==> config.mk <==
export PLATFORM = sky130hd
export DESIGN_NAME = pipe_csa_adder_flat
export DESIGN_NICKNAME = d
export VERILOG_FILES = /design/src/rtl/pipe_csa_adder_pkg.sv /design/src/rtl/pipe_csa_adder_if.sv /design/src/rtl/pipe_csa_adder_seg.sv /design/src/rtl/pipe_csa_adder.sv /design/src/flat_wrapper.sv
export SDC_FILE = /design/constraint.sdc
export NUM_CORES = 1
export LEC_CHECK = 0
export BUFFER_PORTS_ARGS = -buffer_cell sky130_fd_sc_hd__buf_2
export CAP_MARGIN = 5
export CORE_MARGIN = 2
export CORE_UTILIZATION = 25
export DETAILED_ROUTE_END_ITERATION = 16
export RECOVER_POWER = 50
export SYNTH_ARGS = -nofsm -noshare
export SYNTH_HDL_FRONTEND = slang
export SYNTH_SLANG_ARGS = --single-unit
==> constraint.sdc <==
create_clock -name clk -period 8.4 [get_ports clk]
set_input_delay 1.68 -clock clk [delete_from_list [all_inputs] [get_ports clk]]
set_output_delay 1.68 -clock clk [all_outputs]
set_load 0.1 [all_outputs]
==> src/rtl/pipe_csa_adder_pkg.sv <==
// Shared constants and helpers for the pipelined conditional-sum add/sub unit.
package csa_pkg;

  localparam int unsigned SEG_DEFAULT = 8;

  localparam logic OP_ADD = 1'b0;
  localparam logic OP_SUB = 1'b1;

  // Number of register stages (and cycles of latency) for an N-bit unit.
  function automatic int unsigned csa_stages(input int unsigned n, input int unsigned seg);
    return n / seg;
  endfunction

endpackage

==> src/rtl/pipe_csa_adder_if.sv <==
// Operand/result stream bundle for pipe_csa_adder (valid/ready on both sides).
interface pipe_csa_adder_if #(
  parameter int unsigned N = 32
) ();

  logic         in_valid;
  logic         in_ready;
  logic [N-1:0] a;
  logic [N-1:0] b;
  logic         ci;
  logic         sub;
  logic         out_valid;
  logic         out_ready;
  logic [N-1:0] sum;
  logic         co;
  logic         ovf;

  modport master (
    output in_valid, a, b, ci, sub, out_ready,
    input  in_ready, out_valid, sum, co, ovf
  );

  modport slave (
    input  in_valid, a, b, ci, sub, out_ready,
    output in_ready, out_valid, sum, co, ovf
  );

endinterface

==> src/rtl/pipe_csa_adder_seg.sv <==
// Combinational W-bit conditional-sum segment: both carry-in outcomes are formed
// in parallel and the incoming carry only drives the final select.
module csa_seg #(
  parameter int unsigned W = 8
) (
  input  logic [W-1:0] a,
  input  logic [W-1:0] b,
  input  logic         ci,
  output logic [W-1:0] sum,
  output logic         co,
  output logic         c_msb
);

  logic [W:0] res0;
  logic [W:0] res1;

  // Precompute both candidate sums, then select on the carry-in.
  always_comb begin
    res0  = {1'b0, a} + {1'b0, b};
    res1  = {1'b0, a} + {1'b0, b} + {{W{1'b0}}, 1'b1};
    {co, sum} = ci ? res1 : res0;
    c_msb = sum[W-1] ^ a[W-1] ^ b[W-1];
  end

endmodule

==> src/rtl/pipe_csa_adder.sv <==
// Pipelined N-bit add/sub: one SEG-bit segment is resolved per register stage,
// giving one result per clock with STAGES cycles of latency and per-stage
// valid/ready flow control so bubbles collapse under backpressure.
module pipe_csa_adder
  import csa_pkg::*;
#(
  parameter int unsigned N   = 32,
  parameter int unsigned SEG = SEG_DEFAULT
) (
  input  logic             clk,
  input  logic             rst_n,
  pipe_csa_adder_if.slave  bus
);

  localparam int unsigned STAGES = csa_stages(N, SEG);

  if ((N % SEG) != 0) begin : g_bad_width
    $error("pipe_csa_adder: N must be a multiple of SEG");
  end

  logic [N-1:0]    bb;
  logic            c0;
  logic [STAGES:0] rdy;

  // Subtraction is a + ~b + ~ci, so only the B operand and carry are conditioned.
  always_comb begin
    bb = (bus.sub == OP_SUB) ? ~bus.b : bus.b;
    c0 = (bus.sub == OP_SUB) ? ~bus.ci : bus.ci;
  end

  assign rdy[STAGES]  = bus.out_ready;
  assign bus.in_ready = rdy[0];

  for (genvar k = 0; k < STAGES; k++) begin : g_st
    // Operand bits still unresolved on entry to this stage, and low sum bits
    // produced once this stage has registered.
    localparam int unsigned RW = N - k * SEG;
    localparam int unsigned SW = (k + 1) * SEG;

    logic [RW-1:0]  op_a;
    logic [RW-1:0]  op_b;
    logic           cin;
    logic           up_v;
    logic [SW-1:0]  s_next;
    logic [SEG-1:0] seg_sum;
    logic           seg_co;
    logic           seg_msb;
    logic           v_q;
    logic           c_q;
    logic [SW-1:0]  s_q;

    if (k == 0) begin : g_src
      assign op_a   = bus.a;
      assign op_b   = bb;
      assign cin    = c0;
      assign up_v   = bus.in_valid;
      assign s_next = seg_sum;
    end else begin : g_src
      assign op_a   = g_st[k-1].g_rem.a_q;
      assign op_b   = g_st[k-1].g_rem.b_q;
      assign cin    = g_st[k-1].c_q;
      assign up_v   = g_st[k-1].v_q;
      assign s_next = {seg_sum, g_st[k-1].s_q};
    end

    csa_seg #(.W(SEG)) u_seg (
      .a     (op_a[SEG-1:0]),
      .b     (op_b[SEG-1:0]),
      .ci    (cin),
      .sum   (seg_sum),
      .co    (seg_co),
      .c_msb (seg_msb)
    );

    assign rdy[k] = ~v_q | rdy[k+1];

    // Stage register: advances whenever downstream has room; data only moves with a valid.
    always_ff @(posedge clk) begin
      if (!rst_n) begin
        v_q <= 1'b0;
        c_q <= 1'b0;
        s_q <= '0;
      end else if (rdy[k]) begin
        v_q <= up_v;
        if (up_v) begin
          c_q <= seg_co;
          s_q <= s_next;
        end
      end
    end

    if (k < STAGES - 1) begin : g_rem
      logic [RW-SEG-1:0] a_q;
      logic [RW-SEG-1:0] b_q;

      // Carry the unconsumed high segments of both operands to the next stage.
      always_ff @(posedge clk) begin
        if (!rst_n) begin
          a_q <= '0;
          b_q <= '0;
        end else if (rdy[k] && up_v) begin
          a_q <= op_a[RW-1:SEG];
          b_q <= op_b[RW-1:SEG];
        end
      end
    end

    if (k == STAGES - 1) begin : g_top
      logic o_q;

      // Overflow only exists at the top segment: carry into MSB xor carry out.
      always_ff @(posedge clk) begin
        if (!rst_n) begin
          o_q <= 1'b0;
        end else if (rdy[k] && up_v) begin
          o_q <= seg_msb ^ seg_co;
        end
      end
    end
  end

  assign bus.out_valid = g_st[STAGES-1].v_q;
  assign bus.sum       = g_st[STAGES-1].s_q;
  assign bus.co        = g_st[STAGES-1].c_q;
  assign bus.ovf       = g_st[STAGES-1].g_top.o_q;

endmodule

==> src/flat_wrapper.sv <==
// flat-port wrapper written by rule: the top's interface ports become plain ports
module pipe_csa_adder_flat import csa_pkg::*;
#(
  parameter int unsigned N   = 32,
  parameter int unsigned SEG = SEG_DEFAULT
)
  (clk, rst_n, bus_in_valid, bus_a, bus_b, bus_ci, bus_sub, bus_out_ready, bus_in_ready, bus_out_valid, bus_sum, bus_co, bus_ovf);
  pipe_csa_adder_if #(.N(N)) bus_i ();
  input  logic clk;
  input  logic rst_n;
  input wire logic [$bits(bus_i.in_valid)-1:0] bus_in_valid;
  input wire logic [$bits(bus_i.a)-1:0] bus_a;
  input wire logic [$bits(bus_i.b)-1:0] bus_b;
  input wire logic [$bits(bus_i.ci)-1:0] bus_ci;
  input wire logic [$bits(bus_i.sub)-1:0] bus_sub;
  input wire logic [$bits(bus_i.out_ready)-1:0] bus_out_ready;
  output wire logic [$bits(bus_i.in_ready)-1:0] bus_in_ready;
  output wire logic [$bits(bus_i.out_valid)-1:0] bus_out_valid;
  output wire logic [$bits(bus_i.sum)-1:0] bus_sum;
  output wire logic [$bits(bus_i.co)-1:0] bus_co;
  output wire logic [$bits(bus_i.ovf)-1:0] bus_ovf;
  assign bus_i.in_valid = bus_in_valid;
  assign bus_i.a = bus_a;
  assign bus_i.b = bus_b;
  assign bus_i.ci = bus_ci;
  assign bus_i.sub = bus_sub;
  assign bus_i.out_ready = bus_out_ready;
  assign bus_in_ready = bus_i.in_ready;
  assign bus_out_valid = bus_i.out_valid;
  assign bus_sum = bus_i.sum;
  assign bus_co = bus_i.co;
  assign bus_ovf = bus_i.ovf;
  pipe_csa_adder #(.N(N), .SEG(SEG)) u_core (.clk(clk), .rst_n(rst_n), .bus(bus_i));
endmodule
==> impl_metrics.env, run 1 <==
export IMPL_synthAdderAreaFrac_pct=6.206
export IMPL_hpwl_mm=14.91
export IMPL_portBuffers=105
export IMPL_yosysUniqueCellTypes=67
export IMPL_synth_simple_area_share_pct=20.54
export IMPL_hold_end="u_core.bus.sum[8]"
export IMPL_io_pins=106
export IMPL_mostFrequentLayoutCells="271 x nand2_1, 185 x dfxtp_1, 144 x a21oi_1, 68 x nor2_1, 68 x buf_2"
export IMPL_r2r_worst_path_cells=6
export IMPL_wl_per_cell_um=12.98
export IMPL_violations="capacitance limit, slew limit"
export IMPL_whs_ns=0.4489
export IMPL_synthToLayoutAreaGrowth_pct=16.47
export IMPL_drt_iter0_drc=418
export IMPL_hp_class="reg -> reg"
export IMPL_maxCapViolations=3
export IMPL_synth_top_family_by_area="simple AND/OR/NAND/NOR gates"
export IMPL_synth_async_sr_flop_share_pct=0
export IMPL_leakage_nw=3.645
export IMPL_rr_startpoint="u_core.bus.out_valid"
export IMPL_grt_pass1_vias=6474
export IMPL_crit_buf_inv=3
export IMPL_sw_frac_of_total_pct=27.28
export IMPL_synth_compound_area_share_pct=17.93
export IMPL_drc_errors=0
export IMPL_hold_viol=0
export IMPL_setup_viol=0
export IMPL_critPathArrivalTime_ns=6.27
export IMPL_yosys_area_share_xor_xnor_pct=7.845
export IMPL_tns_ns=0
export IMPL_slowest_delay_ns=2.45
export IMPL_via_per_inst=4.403
export IMPL_routed_wirelength_mm=20.45
export IMPL_clock_latency_ns=0.43
export IMPL_antenna_cells=0
export IMPL_cts_buffer_depth=2
export IMPL_syn_cell_area_mm2=0.008548
export IMPL_finalMaxSlewViolations=179
export IMPL_critPathSlowestCell="clkinvlp_2"
export IMPL_cts_resized=0
export IMPL_p_seq_share_pct=47.7
export IMPL_avgSynthCellArea_um2=8.164
export IMPL_tightest_slew_ns=2.866
export IMPL_synth_flop_cell="dfxtp_1"
export IMPL_hold_depth=2
export IMPL_place_ws_ns=3.610
export IMPL_worst_path_max_fanout=94
export IMPL_r2r_setup_slack_ns=5.28
export IMPL_postSynthCellCount=1047
export IMPL_cts_reportedPaths_clkPinSlew_ns=0.07
export IMPL_cts_tree="built"
export IMPL_clkPwrFrac_pct=40.4
export IMPL_grt_pass1_wl_mm=33.49
export IMPL_finalCritPeriodShare_pct=70.63
export IMPL_final_nets=1226
export IMPL_start_kind="input pin"
export IMPL_layout_commonest_cell="nand2_1"
export IMPL_cp_top_family="buffers and inverters"
export IMPL_power_frac_comb_pct=11.9
export IMPL_die_width_um=188.9
export IMPL_rows=67
export IMPL_power_internal_mw=1.423
export IMPL_place_congestion=0.7624
export IMPL_clock_skew_ns=0.008764
export IMPL_die_area_mm2=0.03569
export IMPL_die_h_um=188.9
export IMPL_vias=6939
export IMPL_p_switching_mw=0.5339
export IMPL_clock_sink_count=185
export IMPL_ys_warn_count=0
export IMPL_p_per_area_mw_per_mm2=196.6
export IMPL_core_area_mm2=0.03362
export IMPL_finalWorstSetupSlack_ns=2.467
export IMPL_max_slew_margin_pct=-92.11
export IMPL_grt_max_degree=95
export IMPL_peakVddDrop_mv=0.1432
export IMPL_clockRootBuffer="clkbuf_16"
export IMPL_drive_gt1_share_pct=10.64
export IMPL_synth_edf_count=0
export IMPL_fin_crit_ns=5.933
export IMPL_rsz0062_at_grt="false"
export IMPL_outcome="complete, but fails checks"
export IMPL_hold_start="u_core.g_st[2].s_q[8]"
export IMPL_antenna_found_initial=1
export IMPL_crit_required_ns=8.73
export IMPL_first_pass_iters=4
export IMPL_overflow=0
export IMPL_htree_levels=4
export IMPL_r2r_end="u_core.g_st[1].g_rem.a_q[5]"
export IMPL_ys_seq_area_share_pct=43.33
export IMPL_synth_mux_area_share_pct=0.2342
export IMPL_ys_ff_latch=185
export IMPL_hold_buffers=0
export IMPL_criticalPathCategory="in -> reg"
export IMPL_ant_nets=0
export IMPL_syn_nets=1157
export IMPL_path_cells="clkbuf_1 > clkinvlp_2 > buf_4 > a211oi_1"
export IMPL_cts_buffers=17
export IMPL_post_cts_buffers=0
export IMPL_start_util_pct=25.43
export IMPL_maxClockFrequency_mhz=168.6
export IMPL_endpoint_kind="flop"
export IMPL_finish_utilization_pct=29.62
export IMPL_grt_use_total_pct=11.57
Yosys cell counts, drive strengths merged (3+ instances only):
cell type / count / share of area, %
xor2: 21 / 2.2
and3: 3 / 0.23
inv: 16 / 0.70
xnor2: 53 / 5.4
dfxtp: 185 / 43
a21oi: 144 / 8.4
fa: 4 / 0.94
nor2b: 6 / 0.44
ha: 36 / 5.3
nor3: 11 / 0.64
and2: 5 / 0.41
a21o: 7 / 0.61
o21ai: 22 / 1.3
nor2: 68 / 3.0
nand2: 271 / 12
or3: 5 / 0.37
and4: 4 / 0.42
o21bai: 3 / 0.26
nand3: 15 / 0.88
nand4: 5 / 0.54
o211ai: 4 / 0.41
clkbuf: 58 / 2.9
buf: 4 / 0.32
o21a: 6 / 0.53
a211oi: 48 / 4.3
nor4: 6 / 0.44
a31oi: 5 / 0.37
power by group through the flow:
stage,clock (mW),combinational [mW],sequential [mW]
4_1_cts,0.818,0.238,0.933
6_report,0.790,0.234,0.933
3_5_place_dp,0,0.237,0.954
5_1_grt,0.850,0.266,0.937
2_1_floorplan,0,0.169,0.957
3_3_place_gp,0,0.232,0.953
worst register-to-register path: stages, from the launching register on:
cell      delay, ns
dfxtp_1        0.34
nor2b_1        0.64
nand3_1        0.19
nand2_1        0.10
clkbuf_1       1.36
nand2_1        0.18
a21oi_1        0.22
worst max-delay path by stage:
stage	startpoint	cells past startpoint	slack, ns	to
floorplan	bus_out_ready	3	3.83	bus_in_ready
global route	rst_n	4	1.82	u_core.g_st[0].g_rem.b_q[20]
finish	rst_n	4	2.47	u_core.g_st[0].g_rem.b_q[17]
global placement	bus_out_ready	4	3.62	bus_in_ready
CTS	bus_out_ready	4	3.60	bus_in_ready
detailed placement	bus_out_ready	4	3.61	bus_in_ready
through the flow:
step	power [mW]	cells	instance area [um2]
CTS	1.989	1576	10010
floorplan	1.126	1047	8548
global placement	1.185	1545	9433
finish	1.957	1576	9956
global route	2.053	1576	9956
detailed placement	1.191	1545	9433
routing by layer:
metal	share of wire, %	up-vias	global-route usage [%]
met5	0.064	-	0
met4	1.1	2	3.726
met3	2.4	13	1.983
met2	41	110	16.33
met1	56	3098	17.57
li1	-	3716	-
cell families (layout without fill, tap and decap cells):
| kind of cell | after synthesis | in the layout |
|---|---|---|
| compound gates | 255 | 255 |
| xor+xnor | 75 | 75 |
| fa+ha+maj | 40 | 40 |
| buf+inv | 78 | 159 |
| flops | 185 | 185 |
| mux | 2 | 2 |
| simple gates | 412 | 412 |
registers in the layout, indices dropped and copies added, names as in the netlist:
signal / flops
u_core.bus.out_valid: 1
u_core.bus.sum: 32
u_core.bus.ovf: 1
u_core.g_st.s_q: 48
u_core.g_st.g_rem.a_q: 48
u_core.g_st.g_rem.b_q: 48
u_core.g_st.c_q: 3
u_core.bus.co: 1
u_core.g_st.v_q: 3
area by class of cell:
class / count / area, um2
clock buffers: 17 / 425.4
inverters: 16 / 61.31
clock inverters: 14 / 156.4
multi-input cells: 784 / 4524
well taps: 448 / 560.5
repair buffers: 112 / 524.3
flip-flops and latches: 185 / 3704
fillers: 3624 / 23660
Note: power is estimated with default switching activity, not from simulation.
==> inputs of run 2 (changes only) <==
- ABC_AREA: unset -> 1
- clock period: 8.4 -> 6.1 ns (I/O delays scaled with it)
==> impl_metrics.env, run 2 <==
export IMPL_avgSynthCellArea_um2=7.567
export IMPL_antenna_found_initial=0
export IMPL_die_area_mm2=0.03687
export IMPL_start_util_pct=25.46
export IMPL_io_pins=106
export IMPL_cts_tree="built"
export IMPL_top_layer_used="met4"
export IMPL_met2WireLength_mm=8.369
export IMPL_yosysMostFrequentCell="nor2_1"
export IMPL_leakage_nw=4.496
export IMPL_cts_buffer_depth=2
export IMPL_max_slew_margin_pct=-37.66
export IMPL_synth_edf_count=0
export IMPL_synth_top_cell_area_share_pct=41.90
export IMPL_clock_skew_ns=0.01225
export IMPL_post_cts_buffers=0
export IMPL_tns_ns=0
export IMPL_vias=7322
export IMPL_fin_crit_ns=4.132
export IMPL_clock_sink_count=185
export IMPL_finalCritPeriodShare_pct=67.73
export IMPL_cts_resized=0
export IMPL_r2r_setup_slack_ns=2.98
export IMPL_placedCellCount=1674
export IMPL_synthToLayoutAreaGrowth_pct=16.04
export IMPL_cts_buffers=17
export IMPL_maxCapViolations=2
export IMPL_ant_nets=0
export IMPL_ys_warn_count=0
export IMPL_postSynthCellCount=1168
export IMPL_wl_met3_um=742
export IMPL_ys_seq_area_share_pct=41.90
export IMPL_die_h_um=192.0
export IMPL_layoutNonFillerInstCount=1707
export IMPL_crit_required_ns=6.45
export IMPL_first_pass_iters=5
export IMPL_p_per_area_mw_per_mm2=286.3
export IMPL_grt_use_total_pct=11.78
export IMPL_maxClockFrequency_mhz=242.0
export IMPL_syn_nets=1278
export IMPL_drc_errors=0
export IMPL_place_congestion=0.8189
export IMPL_reg_top3="u_core.g_st.g_rem.a_q: 48 flops, u_core.g_st.g_rem.b_q: 48 flops, u_core.g_st.s_q: 48 flops"
export IMPL_finalMaxSlewViolations=179
export IMPL_syn_cell_area_mm2=0.008838
export IMPL_synth_area_top_cells="dfxtp_1 42%, nor2_1 11%, o21ai_0 9.2%, nand2_1 5.3%, ha_1 5.1%"
export IMPL_hpwl_mm=15.49
export IMPL_die_width_um=192.0
export IMPL_grt_pass1_wl_mm=34.89
export IMPL_synth_async_sr_flop_share_pct=0
export IMPL_rsz0062_at_grt="false"
export IMPL_portBuffers=105
export IMPL_peakVddDrop_mv=0.1946
export IMPL_setup_viol=0
export IMPL_core_area_mm2=0.03471
export IMPL_ys_ff_latch=185
export IMPL_clockRootBuffer="clkbuf_16"
export IMPL_mostFrequentLayoutCells="259 x nor2_1, 185 x dfxtp_1, 163 x o21ai_0, 124 x nand2_1, 80 x inv_1"
export IMPL_overflow=0
export IMPL_violations="capacitance limit, slew limit"
export IMPL_worst_path_max_fanout=132
export IMPL_layout_commonest_cell="nor2_1"
export IMPL_outcome="complete, but fails checks"
export IMPL_clock_latency_ns=0.43
export IMPL_wl_per_cell_um=12.58
export IMPL_criticalPathCategory="in -> reg"
export IMPL_final_nets=1348
export IMPL_cts_reportedPaths_clkPinSlew_ns=0.06
export IMPL_yosysUniqueCellTypes=36
export IMPL_synth_common_cells="259 x nor2_1, 185 x dfxtp_1, 162 x o21ai_0"
export IMPL_fillCellCount=3838
export IMPL_met1_length_mm=12.07
export IMPL_hp_class="reg -> reg"
export IMPL_htree_levels=4
export IMPL_rows=68
export IMPL_via_per_inst=4.289
export IMPL_grt_pass1_vias=6904
export IMPL_yosys_area_top_type="dfxtp_1"
export IMPL_grt_max_degree=133
export IMPL_critPathArrivalTime_ns=4.48
export IMPL_hold_buffers=0
export IMPL_hold_viol=0
export IMPL_routed_wirelength_mm=21.48
export IMPL_endpoint_kind="flop"
export IMPL_synth_flop_cell="dfxtp_1"
export IMPL_drive_gt1_share_pct=11.91
export IMPL_tightest_slew_ns=2.065
export IMPL_start_kind="input pin"
export IMPL_drt_iter0_drc=396
-- run 2: layout make-up --
| class | instances | area, um2 | area share, % |
|---|---|---|---|
| multi-input combinational | 831 | 4527 | 44.14 |
| sequential | 185 | 3704 | 36.11 |
| tap | 455 | 569.3 | 5.551 |
| timing repair buffer | 109 | 504.2 | 4.916 |
| clock buffer | 19 | 452.9 | 4.416 |
| inverter | 94 | 352.8 | 3.440 |
| clock inverter | 13 | 143.9 | 1.403 |
| antenna | 1 | 2.502 | 0.02440 |
-- run 2: final timing paths --
check                   startpoint                     to  cells after the start
max                          rst_n  u_core.g_st[1].s_q[1]                      4
min          u_core.g_st[1].s_q[8]  u_core.g_st[1].s_q[8]                      2
max reg2reg   u_core.bus.out_valid     u_core.bus.sum[22]                      7
min reg2reg  u_core.g_st[1].s_q[8]  u_core.g_st[1].s_q[8]                      2
-- run 2: kinds of logic after synthesis --
kind of cell    after synthesis  share of synthesized area, %
compound gates              261                         15.57
xor+xnor                     65                         7.375
fa+ha+maj                    40                         6.002
buf+inv                     152                         6.880
flops                       185                         41.90
simple gates                465                         22.27
-- run 2: per-layer routing --
| layer | global-route usage, % | up-vias |
|---|---|---|
| met5 | 0 | - |
| met4 | 3.347 | 0 |
| met3 | 2.211 | 21 |
| met2 | 17.26 | 133 |
| met1 | 17.42 | 3225 |
| li1 | - | 3943 |
-- run 2: where the power goes --
part	switching (mW)	total, mW	leakage [nW]	internal (mW)
combinational	0.334	0.499	2.68	0.165
clock	0.483	1.11	0.294	0.629
sequential	0.0412	1.33	1.52	1.28
total	0.858	2.94	4.50	2.08
-- run 2: critical path, stage by stage --
cell,delay (ns)
clkbuf_1,0.80
clkbuf_2,1.60
o21ai_0,0.58
nor2_1,0.20
-- run 2: through the flow --
stage	area (um2)	hold slack, ns	setup slack (ns)	utilization, %	power [mW]
finish	10260	0.4590	1.968	29.55	2.937
global route	10250	0.4782	1.572	29.54	3.086
CTS	10310	0.4653	2.416	29.70	2.970
detailed placement	9713	0.4545	2.055	27.98	1.855
global placement	9713	0.4452	2.140	27.98	1.844
floorplan	8838	0.4297	2.682	-	1.733
==> inputs of run 3 (changes only) <==
- ABC_AREA: 1 -> 0
- clock period: 6.1 -> 3.4 ns (I/O delays scaled with it)
==> impl_metrics.env, run 3 (same netlist as run 1, synthesis figures left out) <==
export IMPL_path_cells="buf_2 > inv_1 > buf_4 > a21oi_1"
export IMPL_start_util_pct=25.43
export IMPL_mostFrequentLayoutCells="271 x nand2_1, 184 x dfxtp_1, 144 x a21oi_1, 70 x buf_2, 68 x nor2_1"
export IMPL_drc_errors=0
export IMPL_max_slew_margin_pct=-38.63
export IMPL_core_area_mm2=0.03362
export IMPL_vias=7024
export IMPL_hold_buffers=0
export IMPL_place_area_mm2=0.009527
export IMPL_worst_path_max_fanout=66
export IMPL_drt_iter0_drc=343
export IMPL_clock_skew_ns=0.01083
export IMPL_hold_viol=0
export IMPL_drive_gt1_share_pct=11.78
export IMPL_rr_startpoint="u_core.g_st[2].g_rem.b_q[0]"
export IMPL_rsz0062_at_grt="false"
export IMPL_hp_class="reg -> reg"
export IMPL_portBuffers=105
export IMPL_grt_max_degree=76
export IMPL_die_width_um=188.9
export IMPL_overflow=0
export IMPL_p_per_area_mw_per_mm2=481.2
export IMPL_maxCapViolations=1
export IMPL_post_cts_buffers=0
export IMPL_maxClockFrequency_mhz=352.4
export IMPL_start_kind="input pin"
export IMPL_die_area_mm2=0.03569
export IMPL_leakage_nw=3.719
export IMPL_cts_buffer_depth=2
export IMPL_routed_wirelength_mm=20.51
export IMPL_grt_pass1_vias=6661
export IMPL_cts_tree="built"
export IMPL_final_nets=1235
export IMPL_violations="capacitance limit, slew limit"
export IMPL_htree_levels=4
export IMPL_reg_top3="u_core.g_st.g_rem.a_q: 48 flops, u_core.g_st.g_rem.b_q: 48 flops, u_core.g_st.s_q: 48 flops"
export IMPL_hold_start="u_core.g_st[0].g_rem.a_q[9]"
export IMPL_critPathArrivalTime_ns=3.13
export IMPL_clockRootBuffer="clkbuf_16"
export IMPL_criticalPathCategory="in -> reg"
export IMPL_rows=67
export IMPL_finalMaxSlewViolations=66
export IMPL_r2r_worst_path_cells=9
export IMPL_fin_area_mm2=0.01007
export IMPL_r2r_setup_slack_ns=0.67
export IMPL_hold_end="u_core.g_st[1].g_rem.a_q[1]"
export IMPL_die_h_um=188.9
export IMPL_wl_per_cell_um=12.90
export IMPL_first_pass_iters=4
export IMPL_r2r_end="u_core.bus.ovf"
export IMPL_io_pins=106
export IMPL_hold_depth=2
export IMPL_crit_required_ns=3.70
export IMPL_outcome="complete, but fails checks"
export IMPL_layout_commonest_cell="nand2_1"
export IMPL_peakVddDrop_mv=0.3494
export IMPL_finalCritPeriodShare_pct=83.46
export IMPL_synthToLayoutAreaGrowth_pct=17.75
export IMPL_clock_latency_ns=0.43
export IMPL_fin_crit_ns=2.838
export IMPL_endpoint_kind="flop"
export IMPL_grt_pass1_wl_mm=33.93
export IMPL_ant_nets=0
export IMPL_grt_use_total_pct=11.65
export IMPL_tightest_slew_ns=2.077
export IMPL_setup_viol=0
export IMPL_cts_resized=0
export IMPL_cts_buffers=17
export IMPL_antenna_found_initial=6
export IMPL_critPathSlowestCell="inv_1"
export IMPL_clock_sink_count=185
export IMPL_via_per_inst=4.418
export IMPL_tns_ns=0
export IMPL_cts_reportedPaths_clkPinSlew_ns=0.08
export IMPL_hpwl_mm=15.17
export IMPL_slowest_delay_ns=1.51
export IMPL_place_congestion=0.7606
[run 3: changes by cell type in the layout (fill, tap and decap cells not counted), sizes merged, moves of 9 or more]
cell,previous run,this run
a211oi,15,48
a21oi,67,144
buf,71,86
clkinv,12,3
inv,92,22
nand2,128,271
nand3,42,15
nand4,17,5
nor2,270,68
nor3,0,11
o21ai,167,22
xnor2,34,53
xor2,31,21
[run 3: worst max path at each step]
| stage | start | to | cells past startpoint |
|---|---|---|---|
| after floorplan | bus_sub | u_core.g_st[0].s_q[6] | 11 |
| after global placement | bus_sub | u_core.g_st[0].s_q[7] | 11 |
| after detailed placement | bus_sub | u_core.g_st[0].s_q[6] | 10 |
| after CTS | u_core.g_st[2].g_rem.b_q[0] | u_core.bus.ovf | 9 |
| after global routing | rst_n | u_core.g_st[1].g_rem.b_q[10] | 4 |
| final | rst_n | u_core.g_st[2].g_rem.a_q[4] | 4 |
[run 3: metal layers]
layer	wire (um)	GRT usage, %	vias to the layer above	share of wire (%)
li1	-	-	3732	-
met1	11130	16.91	3151	54
met2	8300	16.78	121	40
met3	803	2.725	18	3.9
met4	259	3.906	2	1.3
met5	11	0	-	0.054
[run 3: power by group]
part / internal, mW / leakage [nW] / switching [mW]
clock network: 1.05 / 0.275 / 0.900
registers: 2.25 / 1.51 / 0.0546
logic: 0.232 / 1.94 / 0.355
[run 3: per-stage QoR]
step	utilization, %	worst slack (ns)	total power [mW]	cells	hold slack (ns)
after floorplan	-	0.1238	2.781	1047	0.4287
after global placement	28.34	0.3710	2.938	1554	0.4410
after detailed placement	28.34	0.3108	2.952	1554	0.4428
after CTS	30.05	0.6833	4.900	1586	0.4534
after global routing	29.93	0.3522	5.068	1588	0.4643
final	29.94	0.5622	4.844	1590	0.4523
[run 3: layout make-up]
type / count / area, um2
Clock buffer: 19 / 442.9
Sequential cell: 185 / 3705
Clock inverter: 13 / 132.6
Multi-Input combinational cell: 784 / 4528
Inverter: 16 / 60.06
Antenna cell: 4 / 10.01
Fill cell: 3617 / 23550
Tap cell: 448 / 560.5
Timing Repair Buffer: 121 / 626.9
[run 3: critical path, delay by kind of cell]
kind / cells / cell delay (ns)
compound gates: 1 / 0.09
buf+inv: 3 / 2.32
